`src/rtl/ncc_pkg.sv`:
```
// Shared types and constants for the NCC peak finder.
// Optional threshold feature in the top is enabled by NCC_PEAK_THRESH_EN.
package ncc_pkg;

    localparam int WIN_DIM  = 640;
    localparam int DESC_DIM = 16;
    localparam int LANES    = 16;
    localparam int SCORE_W  = 8;

    localparam int NPOS          = WIN_DIM - DESC_DIM + 1;
    localparam int BEATS_PER_ROW = (NPOS + LANES - 1) / LANES;
    localparam int POS_W         = $clog2(NPOS);

    typedef logic signed [SCORE_W-1:0] score_t;

    typedef enum logic [1:0] {
        IDLE,
        SCAN,
        FLUSH,
        DONE
    } state_t;

    // Most negative score; used for masked lanes and as the "nothing seen yet" best.
    localparam score_t SCORE_MIN = {1'b1, {(SCORE_W-1){1'b0}}};

endpackage

```
`src/rtl/lane_max_tree.sv`:
```
// Combinational 16-to-1 signed maximum with lowest-lane-index tie-break.
module lane_max_tree
    import ncc_pkg::*;
(
    input  logic [LANES*SCORE_W-1:0] scores_i,
    output score_t                   max_o,
    output logic [3:0]               idx_o
);

    score_t     val [LANES];
    logic [3:0] idx [LANES];

    // Pairwise reduction; the left (lower-index) entry survives unless the right one is strictly larger.
    always_comb begin
        for (int i = 0; i < LANES; i++) begin
            val[i] = score_t'(scores_i[i*SCORE_W +: SCORE_W]);
            idx[i] = 4'(i);
        end
        for (int s = 1; s < LANES; s = s * 2) begin
            for (int i = 0; i < LANES; i = i + 2 * s) begin
                if (val[i+s] > val[i]) begin
                    val[i] = val[i+s];
                    idx[i] = idx[i+s];
                end
            end
        end
        max_o = val[0];
        idx_o = idx[0];
    end

endmodule

```
`src/rtl/ncc_peak_finder.sv`:
```
// Tracks the global maximum NCC score and its (x, y) over one raster-scanned search window.
// Define NCC_PEAK_THRESH_EN to add the score_thresh_i input and peak_found_o output.
module ncc_peak_finder
    import ncc_pkg::*;
#(
    parameter int WinDim  = WIN_DIM,
    parameter int DescDim = DESC_DIM,
    localparam int NPos        = WinDim - DescDim + 1,
    localparam int BeatsPerRow = (NPos + LANES - 1) / LANES,
    localparam int PosW        = $clog2(NPos)
)(
    input  logic                     clk,
    input  logic                     rst,
    input  logic                     start_i,
    input  logic                     score_valid_i,
    output logic                     score_ready_o,
    input  logic [LANES*SCORE_W-1:0] score_in_i,
    output logic                     result_valid_o,
    input  logic                     result_ack_i,
    output logic [SCORE_W-1:0]       best_score_o,
    output logic [PosW-1:0]          best_x_o,
    output logic [PosW-1:0]          best_y_o,
`ifdef NCC_PEAK_THRESH_EN
    input  logic [SCORE_W-1:0]       score_thresh_i,
    output logic                     peak_found_o,
`endif
    output logic                     busy_o
);

    state_t                   state_q, state_d;
    logic                     flushCnt_q, flushCnt_d;
    logic [PosW-1:0]          beat_q, row_q;
    logic                     accept, lastBeat, lastRow, startIdle;
    logic [LANES*SCORE_W-1:0] maskedScores;
    score_t                   laneMax;
    logic [3:0]               laneIdx;
    logic                     s1Valid_q;
    score_t                   s1Score_q;
    logic [PosW-1:0]          s1X_q, s1Y_q;
    score_t                   best_q;
    logic [PosW-1:0]          bestX_q, bestY_q;

    assign accept    = score_valid_i && (state_q == SCAN);
    assign lastBeat  = (beat_q == PosW'(BeatsPerRow - 1));
    assign lastRow   = (row_q == PosW'(NPos - 1));
    assign startIdle = start_i && (state_q == IDLE);

    // Frame sequencing: IDLE -> SCAN -> two drain cycles in FLUSH -> DONE until acknowledged.
    always_comb begin
        state_d    = state_q;
        flushCnt_d = 1'b0;
        unique case (state_q)
            IDLE:  if (start_i) state_d = SCAN;
            SCAN:  if (accept && lastBeat && lastRow) state_d = FLUSH;
            FLUSH: begin
                flushCnt_d = ~flushCnt_q;
                if (flushCnt_q) state_d = DONE;
            end
            DONE:  if (result_ack_i) state_d = IDLE;
            default: state_d = IDLE;
        endcase
    end

    // State register for the frame sequencer.
    always_ff @(posedge clk or posedge rst) begin
        if (rst) begin
            state_q    <= IDLE;
            flushCnt_q <= 1'b0;
        end else begin
            state_q    <= state_d;
            flushCnt_q <= flushCnt_d;
        end
    end

    // Lanes that fall past the last valid placement of a row are forced to the minimum score.
    always_comb begin
        maskedScores = score_in_i;
        for (int i = 0; i < LANES; i++) begin
            if ((int'(beat_q) * LANES + i) >= NPos) begin
                maskedScores[i*SCORE_W +: SCORE_W] = SCORE_MIN;
            end
        end
    end

    lane_max_tree uTree (
        .scores_i (maskedScores),
        .max_o    (laneMax),
        .idx_o    (laneIdx)
    );

    // Raster position of the current beat: beat within the row, then row.
    always_ff @(posedge clk or posedge rst) begin
        if (rst) begin
            beat_q <= '0;
            row_q  <= '0;
        end else if (startIdle) begin
            beat_q <= '0;
            row_q  <= '0;
        end else if (accept) begin
            if (lastBeat) begin
                beat_q <= '0;
                row_q  <= row_q + PosW'(1);
            end else begin
                beat_q <= beat_q + PosW'(1);
            end
        end
    end

    // Stage 1: register the beat's best lane together with its window coordinates.
    always_ff @(posedge clk or posedge rst) begin
        if (rst) begin
            s1Valid_q <= 1'b0;
            s1Score_q <= SCORE_MIN;
            s1X_q     <= '0;
            s1Y_q     <= '0;
        end else begin
            s1Valid_q <= accept;
            if (accept) begin
                s1Score_q <= laneMax;
                s1X_q     <= PosW'(int'(beat_q) * LANES + int'(laneIdx));
                s1Y_q     <= row_q;
            end
        end
    end

    // Stage 2: strictly-greater update so the earliest raster position keeps ties.
    always_ff @(posedge clk or posedge rst) begin
        if (rst) begin
            best_q  <= SCORE_MIN;
            bestX_q <= '0;
            bestY_q <= '0;
        end else if (startIdle) begin
            best_q  <= SCORE_MIN;
            bestX_q <= '0;
            bestY_q <= '0;
        end else if (s1Valid_q && (s1Score_q > best_q)) begin
            best_q  <= s1Score_q;
            bestX_q <= s1X_q;
            bestY_q <= s1Y_q;
        end
    end

`ifdef NCC_PEAK_THRESH_EN
    logic peakFound_q;

    // Threshold verdict captured as the final best settles, on entry to DONE.
    always_ff @(posedge clk or posedge rst) begin
        if (rst) begin
            peakFound_q <= 1'b0;
        end else if ((state_q == FLUSH) && flushCnt_q) begin
            peakFound_q <= (best_q >= score_t'(score_thresh_i));
        end
    end

    assign peak_found_o = peakFound_q;
`endif

    assign score_ready_o  = (state_q == SCAN);
    assign busy_o         = (state_q == SCAN) || (state_q == FLUSH);
    assign result_valid_o = (state_q == DONE);
    assign best_score_o   = best_q;
    assign best_x_o       = bestX_q;
    assign best_y_o       = bestY_q;

endmodule

```
`config.mk`:
```
export PLATFORM = sky130hd
export DESIGN_NAME = ncc_peak_finder
export DESIGN_NICKNAME = d
export VERILOG_FILES = /design/src/rtl/ncc_pkg.sv /design/src/rtl/lane_max_tree.sv /design/src/rtl/ncc_peak_finder.sv
export SDC_FILE = /design/constraint.sdc
export NUM_CORES = 1
export LEC_CHECK = 0
export BUFFER_PORTS_ARGS = -buffer_cell sky130_fd_sc_hd__buf_2
export CORE_UTILIZATION = 46
export CTS_BUF_LIST = sky130_fd_sc_hd__clkbuf_4
export DETAILED_ROUTE_END_ITERATION = 7
export PLACE_DENSITY = 0.77
export SYNTH_ARGS = -nofsm -noshare
export SYNTH_HDL_FRONTEND = slang
export SYNTH_SLANG_ARGS = --single-unit
```
`constraint.sdc`:
```
create_clock -name clk -period 23.2 [get_ports clk]
set_input_delay 3.48 -clock clk [delete_from_list [all_inputs] [get_ports clk]]
set_output_delay 3.48 -clock clk [all_outputs]
set_load 0.05 [all_outputs]
```
**After elaboration in Yosys (flattened, before gate mapping)**

Index checks and enable logic that the tools add are counted.
Widths: inputs -> output; s select.

- Bits in registers: 80
- Input bits: 133
- Output and inout port bits: 31
- Logic and storage cells: 147

- Add/sub/neg operators: 18
- Order comparisons: 32
- Equality and inequality tests: 9
- Muxes and demuxes: 64
- Bitwise logic cells: 1
- Reductions and logical operators: 12

Operator list:

| operator | count |
|---|---|
| $mux 8 | 33 |
| $ge 15x10->1 const B | 15 |
| $gt 8x8->1 | 16 |
| $add 14x4->15 const B | 8 |
| $mux 10 | 10 |
| $add 14x3->15 const B | 4 |
| $add 14x2->15 const B | 2 |
| $add 10x1->10 const B | 2 |
| $mux 2 | 8 |
| $add 14x1->15 const B | 1 |
| $ge 14x10->1 const B | 1 |
| $add 10x4->10 | 1 |
| $eq 10x10->1 const B | 1 |
| $eq 10x6->1 const B | 1 |
| $mux 1 | 9 |
| $pmux 2 s4 | 1 |
| $mux 3 | 2 |
| $reduce_bool 2->1 | 3 |
| $logic_and 1x1->1 | 5 |
| $eq 2x2->1 const B | 2 |
| $mux 4 | 1 |
| $ne 2x1->1 const B | 2 |
| $ne 2x2->1 const B | 2 |
| $reduce_and 4->1 | 1 |
| 5 further kinds | 5 |

**Depth between registers and ports, before layout**

Gate-level depths: netlist of the first run.

- Word-level depth: 12
- Gate-level depth with buffers: 57
- Gate-level depth less buffers: 54

**By module**

A second synthesis of the first run with hierarchy kept.

- Cells, all modules: 1276
- Area, all modules: 9959.6 um^2

Modules (own cells, without submodules):

| module | times used | cells an instance | area each (um^2) | seq. area each (um^2) |
|---|---|---|---|---|
| lane_max_tree | 1 | 718 | 5268.8 | 0.0 |
| ncc_peak_finder | 1 | 558 | 4690.7 | 2004.4 |

**Worst setup path before layout of the first run**

Ideal clock, no wire load.

- Path type: input port to flip-flop
- From: in score_in_i[73]
- To: reg s1Score_q[7]
- Setup time: 79 ps
- Data arrival time: 11775 ps
- Data required time: 23121 ps
- Slack: 11347 ps
- Cell stages on the path: 51
- Buffers on the path: 1
- Path through: nand2_1 inv_1 ha_1 nor2b_1 o21a_1 o21ai_0 nand2b_1 a21oi_1 nor2b_1 o21ai_0 a21oi_1 a21oi_1 mux2i_1 inv_1 ha_1 nor2b_1 o21a_1 o21ai_0 (+15 left out) o21ai_0 a21oi_1 a21oi_1 clkinv_1 mux2_2 ha_1 nor2b_1 o21a_1 o21ai_0 nand2b_1 a21oi_1 nor2b_1 o21ai_0 a21oi_1 a21oi_1 nand2_1 clkbuf_1 o21ai_0

- Cells in the longest elaborated chain, start to end: 9

RTL lines:

| item | RTL line | source |
|---|---|---|
| from (decl) | ncc_peak_finder.sv:17 | `input logic [LANES*SCORE_W-1:0] score_in_i,` |
| $mux 8 (*) | ncc_peak_finder.sv:79 | `if ((int'(beat_q) * LANES + i) >= NPos) begin` |
| $gt 8x8->1 | lane_max_tree.sv:21 | `if (val[i+s] > val[i]) begin` |
| $mux 8 (*) | lane_max_tree.sv:21 |  |
| $gt 8x8->1 | lane_max_tree.sv:21 |  |
| $mux 8 (*) | lane_max_tree.sv:21 |  |
| $gt 8x8->1 | lane_max_tree.sv:21 |  |
| $mux 8 (*) | lane_max_tree.sv:21 |  |
| $gt 8x8->1 | lane_max_tree.sv:21 |  |
| $mux 8 (*) | lane_max_tree.sv:21 |  |
| to (signal assigned) | ncc_peak_finder.sv:119 | `s1Score_q <= laneMax;` |
| to (decl) | ncc_peak_finder.sv:38 | `score_t s1Score_q;` |

Mark *: on every way between the ends. The rest lies on a longest branch, timed or not.
A chain may end at the register's enable or synchronous reset.

**Worst setup path in the final report of the first run**

- From: in score_in_i[121]
- To: reg s1Score_q[7]

Same word-level chain as after synthesis.

==> flow_summary.ini, run 1 <==
[clock_tree]
insertion_delay_ns = 0.42
cts_num_sinks = 80
post_cts_resized = 0
cts_tree = built
cts.htree.levels = 3
cts.reportedPaths.clkPinSlew_ns = 0.11
cts-root-buf = clkbuf_4
ctsHoldBuffers = 0
clock_path_buffers = 2
post-cts-setup-buffers = 0
cts_made_buffers = 9

[finish]
final_common_cell = nand2_1
ff_latch_area_um2 = 2000
insertedDiodeCount = 0
multiInputGateArea_um2 = 6070
layout_common_cells = nand2_1 (178), buf_2 (163), ha_1 (132), inv_1 (114), nor2_1 (109)
syn_to_final_growth_pct = 14.0
fillers = 1675
nets = 1511
final_layout_size_suffix_gt1_share_pct = 18.8

[routing]
wire_per_inst_um = 13.7
postRouteWirelength_um = 20300
num_vias = 7829
remaining_drc_errors = 14
drtIter0Drc = 356
routed_via_density = 5.29
postRouteAntennaNets = 0
drt_pass1_iterations = 7

[placed_design]
routabilityCongestion = 0.906
dp_hpwl_um = 16500
portBuffers = 163
pre_cts_ws_ns = 10.02

[timing]
slew_headroom_pct = 22.3
setup_viol = 0
hold_viol = 0
finalSetupTns_ns = 0
finClkSkew_ns = 0.0169
rsz0062_at_grt = no
period_share_pct = 55.4
fin_ws_ns = 10.36
min_period_ns = 12.84
worst_slew_pin_slew_ns = 1.16
drv_slew = 0
fmax_ghz = 0.0779

[synth]
yosys_register_bits = 80
synth_flop_cell = dfrtp_1
yosys.area.top_type = dfrtp_1
yosys-top-cells-area = dfrtp_1 (23%), ha_1 (19%), mux2i_1 (10%)
async_flop_share_pct = 100
ys_types = 58
synth_edf_count = 0
synth_area_um2 = 8650
synth_top_area_share_pct = 22.6
yosysWarnings = 0
syn_inst = 1101
yosysSeqAreaShare_pct = 23.2
synth.avg_cell_area_um2 = 7.86
synth_nets = 1366

[worst_hold_path]
min_path_cells = 1
hold_class = reg -> reg
hold_start = flushCnt_q

[critical_path]
rr_worst_depth = 49
path_common_cell = a21oi_1
arrival_ns = 13.18
reg2reg_setup_slack_ns = 11.31
start_kind = input pin
required_ns = 23.54
end_kind = flop
cp_max_fo = 11
rr_startpoint = beat_q[6]
cpPeakStageDelay_ns = 0.83
r2r-end = s1Score_q[7]
cp-endpoint = s1Score_q[7]
cp-startpoint = score_in_i[121]
crit_type = in -> reg
crit_slowest_cell = a21oi_1

[floorplan]
io_pins = 164
dieArea_um2 = 19400
initial_core_util_pct = 47.5
die_h_um = 139
core_um2 = 18200
fp.dieW_um = 139
rows = 49

[global_route]
antenna_found_initial = 0
grt_pass1_vias = 7462
grt_usage_pct = 21.2
overflow = 0
grt_pass1_wl_um = 34400
grt_start_max_net_pins = 81

[power]
vdd_ir_drop_max_mv = 0.0817
p_per_area_nw_per_um2 = 83.0
p_leak_uw = 0.00571

[run]
cap_viol_max_count = 0

[run_status]
status = finished with violations
violations = DRC
[worst max-delay path, delay by kind of cell]
kind / cells / cell delay [ns]
and+or+nand+nor: 14 / 1.46
buffers and inverters: 3 / 0.55
adders and majority gates: 4 / 1.21
muxes: 3 / 1.22
AOI/OAI and AO/OA: 25 / 5.27
[cells by family after synthesis]
kind of cell,Yosys count,share of synthesized area [%]
AO/OA/AOI/OAI,173,12.5
XOR/XNOR,19,1.92
adder cells (fa/ha/maj),134,19.4
buffers and inverters,154,6.80
flip-flops,80,23.2
multiplexers,120,14.4
AND/OR/NAND/NOR,421,21.9
[worst min path at each step]
| stage | endpoint | slack [ns] |
|---|---|---|
| 3_3_place_gp | flushCnt_q | 0.41 |
| 2_1_floorplan | flushCnt_q | 0.39 |
| 6_report | flushCnt_q | 0.43 |
| 4_1_cts | flushCnt_q | 0.43 |
| 5_1_grt | flushCnt_q | 0.43 |
| 3_5_place_dp | flushCnt_q | 0.40 |
[synth_stat cells (all sizes together), types with 6 or more instances]
library cell and instances:
nand2 180, ha 132, inv 115, nor2 109, mux2i 89, dfrtp 78, o21ai 55, a21oi 54
mux2 31, nor2b 30, clkbuf 29, nand3 26, nand4 22, nand2b 17, o21a 15, xor2 13
and2 11, a31oi 10, a22oi 9, buf 9, nor3 7, xnor2 6
[state kept, by name, summed over array words and instances, names as in the netlist]
register	cells
best_score_o	8
s1Score_q	8
row_q	10
s1Valid_q	1
best_y_o	10
s1X_q	10
best_x_o	10
state_q	2
beat_q	10
flushCnt_q	1
s1Y_q	10
[final cells by class]
| cell class | instances | area share (%) |
|---|---|---|
| Tap cell | 229 | 2.91 |
| Sequential cell | 80 | 20.3 |
| Clock inverter | 6 | 1.09 |
| Timing Repair Buffer | 172 | 8.96 |
| Multi-Input combinational cell | 867 | 61.5 |
| Clock buffer | 10 | 0.762 |
| Inverter | 116 | 4.42 |
[per-stage QoR]
stage / power (uW) / hold slack (ns) / area [um2] / util [%] / instances
final: 818 / 0.426 / 9860 / 54.1 / 1480
after global placement: 702 / 0.406 / 9680 / 53.1 / 1464
after CTS: 822 / 0.427 / 9860 / 54.1 / 1480
after detailed placement: 717 / 0.403 / 9680 / 53.1 / 1464
after floorplan: 598 / 0.388 / 8650 / - / 1101
after global routing: 890 / 0.430 / 9860 / 54.1 / 1480
[report_power, final]
| part | total [uW] | switching, uW | internal (uW) |
|---|---|---|---|
| logic | 524 | 311 | 212 |
| clock network | 102 | 46.2 | 55.4 |
| registers | 193 | 23.7 | 169 |
[per-layer routing]
| metal | GRT usage, % | wire length [um] | share of wire, % | vias up |
|---|---|---|---|---|
| met2 | 37.3 | 9780 | 48 | 159 |
| met4 | 2.51 | 126 | 0.62 | 0 |
| li1 | - | - | - | 4049 |
| met3 | 3.25 | 816 | 4.0 | 14 |
| met1 | 28.1 | 9590 | 47 | 3607 |
| met5 | 0 | 0 | 0 | - |
No activity file was read; power rests on OpenSTA's default activity.
==> run 2: changes to the inputs <==
==> constraint.sdc (replaced) <==
create_clock -name clk -period 13.2 [get_ports clk]
set_input_delay 1.98 -clock clk [delete_from_list [all_inputs] [get_ports clk]]
set_output_delay 1.98 -clock clk [all_outputs]
set_load 0.05 [all_outputs]
==> run 2 against run 1 <==
Effect of this change:
- final area shrank 0.56%
- first-iteration DRC count up 19%
- critical path depth increased by 4
- highest routed layer unchanged
- the flow still finishes with violations (DRC)
- sequential power is 75% higher
- total power increased by 69%
- critical endpoint is now s1X_q[3]
- worst setup slack lost 8.8 ns
- via count increased by 0.97%
- clock power increased by 27%
==> flow_summary.ini, run 2 (synthesis gave the netlist of run 1 again) <==
[run_status]
status = finished with violations
violations = DRC

[clock_tree]
insertion_delay_ns = 0.44
cts_tree = built
cts.reportedPaths.clkPinSlew_ns = 0.13
post_cts_resized = 0
cts-root-buf = clkbuf_4
clock_path_buffers = 2
cts_num_sinks = 80
ctsHoldBuffers = 0
post-cts-setup-buffers = 0
cts.htree.levels = 3
cts_made_buffers = 9

[finish]
nets = 1512
fillers = 1655
insertedDiodeCount = 0
layout_common_cells = nand2_1 (178), buf_2 (163), ha_1 (132), inv_1 (114), nor2_1 (109)
syn_to_final_growth_pct = 13.3
final_common_cell = nand2_1
final_layout_size_suffix_gt1_share_pct = 18.8

[timing]
worst_slew_pin_slew_ns = 1.20
hold-worst-slack_ns = 0.427
slew_headroom_pct = 19.6
setup_viol = 0
finClkSkew_ns = 0.0223
drv_slew = 0
min_period_ns = 11.66
period_share_pct = 88.3
fmax_ghz = 0.0858
rsz0062_at_grt = no
hold_viol = 0
finalSetupTns_ns = 0

[global_route]
overflow = 0
grt_start_max_net_pins = 81
grt_pass1_wl_um = 34300
antenna_found_initial = 0
grt_pass1_vias = 7466
grt_usage_pct = 21.3

[critical_path]
cp_max_fo = 40
required_ns = 13.52
crit_type = reg -> reg
path_common_cell = a21oi_1
end_kind = flop
crit_slowest_cell = a21oi_1
start_kind = flop
cpPeakStageDelay_ns = 0.80
arrival_ns = 11.98

[floorplan]
rows = 49
dieArea_um2 = 19400
initial_core_util_pct = 47.5
io_pins = 164
core_um2 = 18200
fp.dieW_um = 139
die_h_um = 139

[placed_design]
dp_hpwl_um = 16600
portBuffers = 163
routabilityCongestion = 0.905

[worst_hold_path]
hold_class = reg -> reg

[routing]
drt_pass1_iterations = 7
num_vias = 7905
postRouteWirelength_um = 20500
routed_via_density = 5.34
postRouteAntennaNets = 0
remaining_drc_errors = 14
wire_per_inst_um = 13.9
drtIter0Drc = 423

[power]
swShare_pct = 48.8
p_clk_share_pct = 9.4
p_per_area_nw_per_um2 = 141
p_leak_uw = 0.00567
power.switching_uw = 677
internal_power_uw = 710
seqPwrFrac_pct = 24.4
vdd_ir_drop_max_mv = 0.149
p_comb_share_pct = 66.2

[run]
cap_viol_max_count = 0
-- run 2: power by group through the flow --
stage | Clock, uW | Sequential [uW] | Combinational (uW)
5_1_grt | 144 | 345 | 1020
2_1_floorplan | 0 | 389 | 662
4_1_cts | 134 | 338 | 918
3_5_place_dp | 0 | 343 | 914
6_report | 130 | 338 | 918
3_3_place_gp | 0 | 341 | 891
-- run 2: per-layer routing --
layer / GRT usage (%) / up-vias / wire [um]
li1: - / 4053 / -
met1: 28.3 / 3628 / 9670
met2: 37.0 / 199 / 9590
met3: 2.59 / 25 / 999
met4: 4.62 / 0 / 288
met5: 0 / - / 0
-- run 2: final timing paths --
kind | start | endpoint | slack (ns) | cells past startpoint
setup / recovery | beat_q[6] | s1X_q[3] | 1.54 | 53
hold / removal | flushCnt_q | flushCnt_q | 0.43 | 1
setup reg to reg | beat_q[6] | s1X_q[3] | 1.54 | 53
hold reg to reg | flushCnt_q | flushCnt_q | 0.43 | 1
max in group asynchronous | rst | s1X_q[3] | 10.72 | 3
min in group asynchronous | rst | best_y_o[7] | 1.81 | 3
-- run 2: layout make-up --
class	instances	area, um2	share of cell area [%]
Inverter	116	435	4.44
Tap cell	229	287	2.92
Clock buffer	9	67.6	0.689
Sequential cell	80	2000	20.4
Timing Repair Buffer	173	891	9.09
Clock inverter	7	52.6	0.536
Multi-Input combinational cell	867	6070	61.9
-- run 2: critical path, delay by kind of cell, from the launching register on --
kind | cells | cell delay (ns)
AOI/OAI and AO/OA | 25 | 5.20
and+or+nand+nor | 16 | 2.80
muxes | 3 | 1.20
adders and majority gates | 4 | 0.96
buffers and inverters | 5 | 0.93
DFF | 1 | 0.43
-- run 2: metrics by stage --
step | area (um2) | worst slack, ns | power (uW) | instances | util (%)
after detailed placement | 9680 | 1.46 | 1260 | 1465 | 53.2
after global routing | 9800 | 0.474 | 1510 | 1481 | 53.8
final | 9800 | 1.54 | 1390 | 1481 | 53.8
after global placement | 9680 | 1.91 | 1230 | 1465 | 53.2
after floorplan | 8650 | 2.73 | 1050 | 1101 | -
after CTS | 9800 | 1.52 | 1390 | 1481 | 53.8
==> run 3: changes to the inputs <==
--- a/config.mk
+++ b/config.mk
@@ -9,6 +9,7 @@
 export CORE_UTILIZATION = 46
 export CTS_BUF_LIST = sky130_fd_sc_hd__clkbuf_4
 export DETAILED_ROUTE_END_ITERATION = 7
+export MAX_ROUTING_LAYER = met4
 export PLACE_DENSITY = 0.77
 export SYNTH_ARGS = -nofsm -noshare
 export SYNTH_HDL_FRONTEND = slang
==> run 3 against run 2 <==
Effect of this change:
- the run still ends with DRC left
- first-iteration DRC count shrank 22%
- clock skew shrank 0.0062 ns
- non-clock buffer count is the same
- critical path depth grew 1
- via count shrank 1.4%
- routed wire length shrank 0.93%
- worst setup slack lost 0.091 ns
- total power grew 0.69%
- fmax shrank 0.77%
- clock power grew 6%
- critical path type unchanged
==> flow_summary.ini, run 3 (synthesis gave the netlist of run 1 again) <==
[floorplan]
io_pins = 164
rows = 49
dieArea_um2 = 19400
fp.dieW_um = 139
die_h_um = 139
core_um2 = 18200
initial_core_util_pct = 47.5

[power]
internal_power_uw = 726
seqPwrFrac_pct = 24.2
p_per_area_nw_per_um2 = 142
vdd_ir_drop_max_mv = 0.151
swShare_pct = 48.0
p_leak_uw = 0.00568
p_clk_share_pct = 9.9
power.switching_uw = 670
p_comb_share_pct = 66.0

[finish]
syn_to_final_growth_pct = 13.4
layout_common_cells = nand2_1 (178), buf_2 (163), ha_1 (132), inv_1 (114), nor2_1 (109)
final_common_cell = nand2_1
final_layout_size_suffix_gt1_share_pct = 18.7
nets = 1512
insertedDiodeCount = 0

[critical_path]
critPathTopFamily = compound AO/OA/AOI/OAI gates
rr_startpoint = beat_q[3]
cp_max_fo = 38
start_kind = flop
end_kind = flop
cp_num_buf_inv = 5
reg2reg_setup_slack_ns = 1.45
required_ns = 13.54
crit_type = reg -> reg
crit_slowest_cell = a21oi_1
path_common_cell = a21oi_1
r2r-end = s1Score_q[7]
rr_worst_depth = 54
arrival_ns = 12.09
cpPeakStageDelay_ns = 0.79

[clock_tree]
cts_tree = built
cts.htree.levels = 3
clock_path_buffers = 2
cts.reportedPaths.clkPinSlew_ns = 0.12
post_cts_resized = 0
post-cts-setup-buffers = 0
cts_num_sinks = 80
cts_made_buffers = 9
insertion_delay_ns = 0.43
ctsHoldBuffers = 0
cts-root-buf = clkbuf_4

[routing]
wire_per_inst_um = 13.7
routed_via_density = 5.26
drtIter0Drc = 330
postRouteAntennaNets = 0
postRouteWirelength_um = 20400
remaining_drc_errors = 14
num_vias = 7793
drt_pass1_iterations = 8

[global_route]
grt_start_max_net_pins = 81
grt_pass1_vias = 7580
grt_usage_pct = 21.8
overflow = 0
grt_pass1_wl_um = 34500
antenna_found_initial = 0

[worst_hold_path]
hold_end = flushCnt_q
hold_start = flushCnt_q
hold_class = reg -> reg
min_path_cells = 1

[timing]
finClkSkew_ns = 0.0161
hold_viol = 0
fmax_ghz = 0.0851
min_period_ns = 11.75
finalSetupTns_ns = 0
worst_slew_pin_slew_ns = 1.18
rsz0062_at_grt = no
fin_ws_ns = 1.45
period_share_pct = 89.0
drv_slew = 0
setup_viol = 0
slew_headroom_pct = 21.0

[run_status]
violations = DRC
status = finished with violations

[placed_design]
routabilityCongestion = 0.914
dp_hpwl_um = 16500
pre_cts_ws_ns = 1.55
portBuffers = 163

[run]
cap_viol_max_count = 0
-- run 3: cell count changes in the layout (fill, tap and decap cells not counted) --
cell | previous run | this run
inv_6 | 3 | 0
clkinv_2 | 0 | 2
bufinv_16 | 0 | 1
clkinv_1 | 2 | 3
clkinvlp_4 | 3 | 2
-- run 3: worst max-delay path by stage --
| stage | startpoint | end | cells after the start |
|---|---|---|---|
| 4_1_cts | beat_q[6] | s1Score_q[7] | 53 |
| 6_report | beat_q[3] | s1Score_q[7] | 54 |
| 2_1_floorplan | beat_q[6] | s1Score_q[7] | 57 |
| 5_1_grt | beat_q[3] | s1Score_q[7] | 51 |
| 3_5_place_dp | score_in_i[73] | s1Score_q[3] | 52 |
| 3_3_place_gp | score_in_i[105] | s1Score_q[7] | 50 |
-- run 3: layout make-up --
class	instances	area [um2]
inverter	116	435
multi-input combinational	867	6070
clock buffer	9	67.6
timing repair buffer	173	891
clock inverter	7	62.6
sequential	80	2000
tap	229	287
fill	1701	8400
-- run 3: power groups by stage --
stage                     sequential, uW  clock (uW)  combinational, uW
after floorplan                      389           0                662
after global placement               341           0                890
after detailed placement             343           0                914
after CTS                            338         142                921
after global routing                 344         149               1020
final                                337         138                921
-- run 3: routing by layer --
metal,part of all wire (%),track usage [%]
met2,47,36.5
met1,47,28.4
met3,4.1,2.35
met5,0,-
met4,1.4,4.50
-- run 3: metrics by stage --
stage / util [%] / instance area (um2) / total power, uW / hold slack, ns / cells
CTS: 53.9 / 9810 / 1400 / 0.435 / 1481
global placement: 53.2 / 9680 / 1230 / 0.404 / 1465
global route: 53.9 / 9810 / 1520 / 0.454 / 1481
detailed placement: 53.2 / 9680 / 1260 / 0.412 / 1465
finish: 53.9 / 9810 / 1400 / 0.430 / 1481
floorplan: - / 8650 / 1050 / 0.388 / 1101
-- run 3: worst reg2reg max path: cells and delay by family (launching register included) --
family / cells / cell delay, ns
adder cells (fa/ha/maj): 4 / 0.96
AO/OA/AOI/OAI: 26 / 5.56
buffers and inverters: 5 / 0.96
flip-flops: 1 / 0.47
AND/OR/NAND/NOR: 16 / 2.49
multiplexers: 3 / 1.20
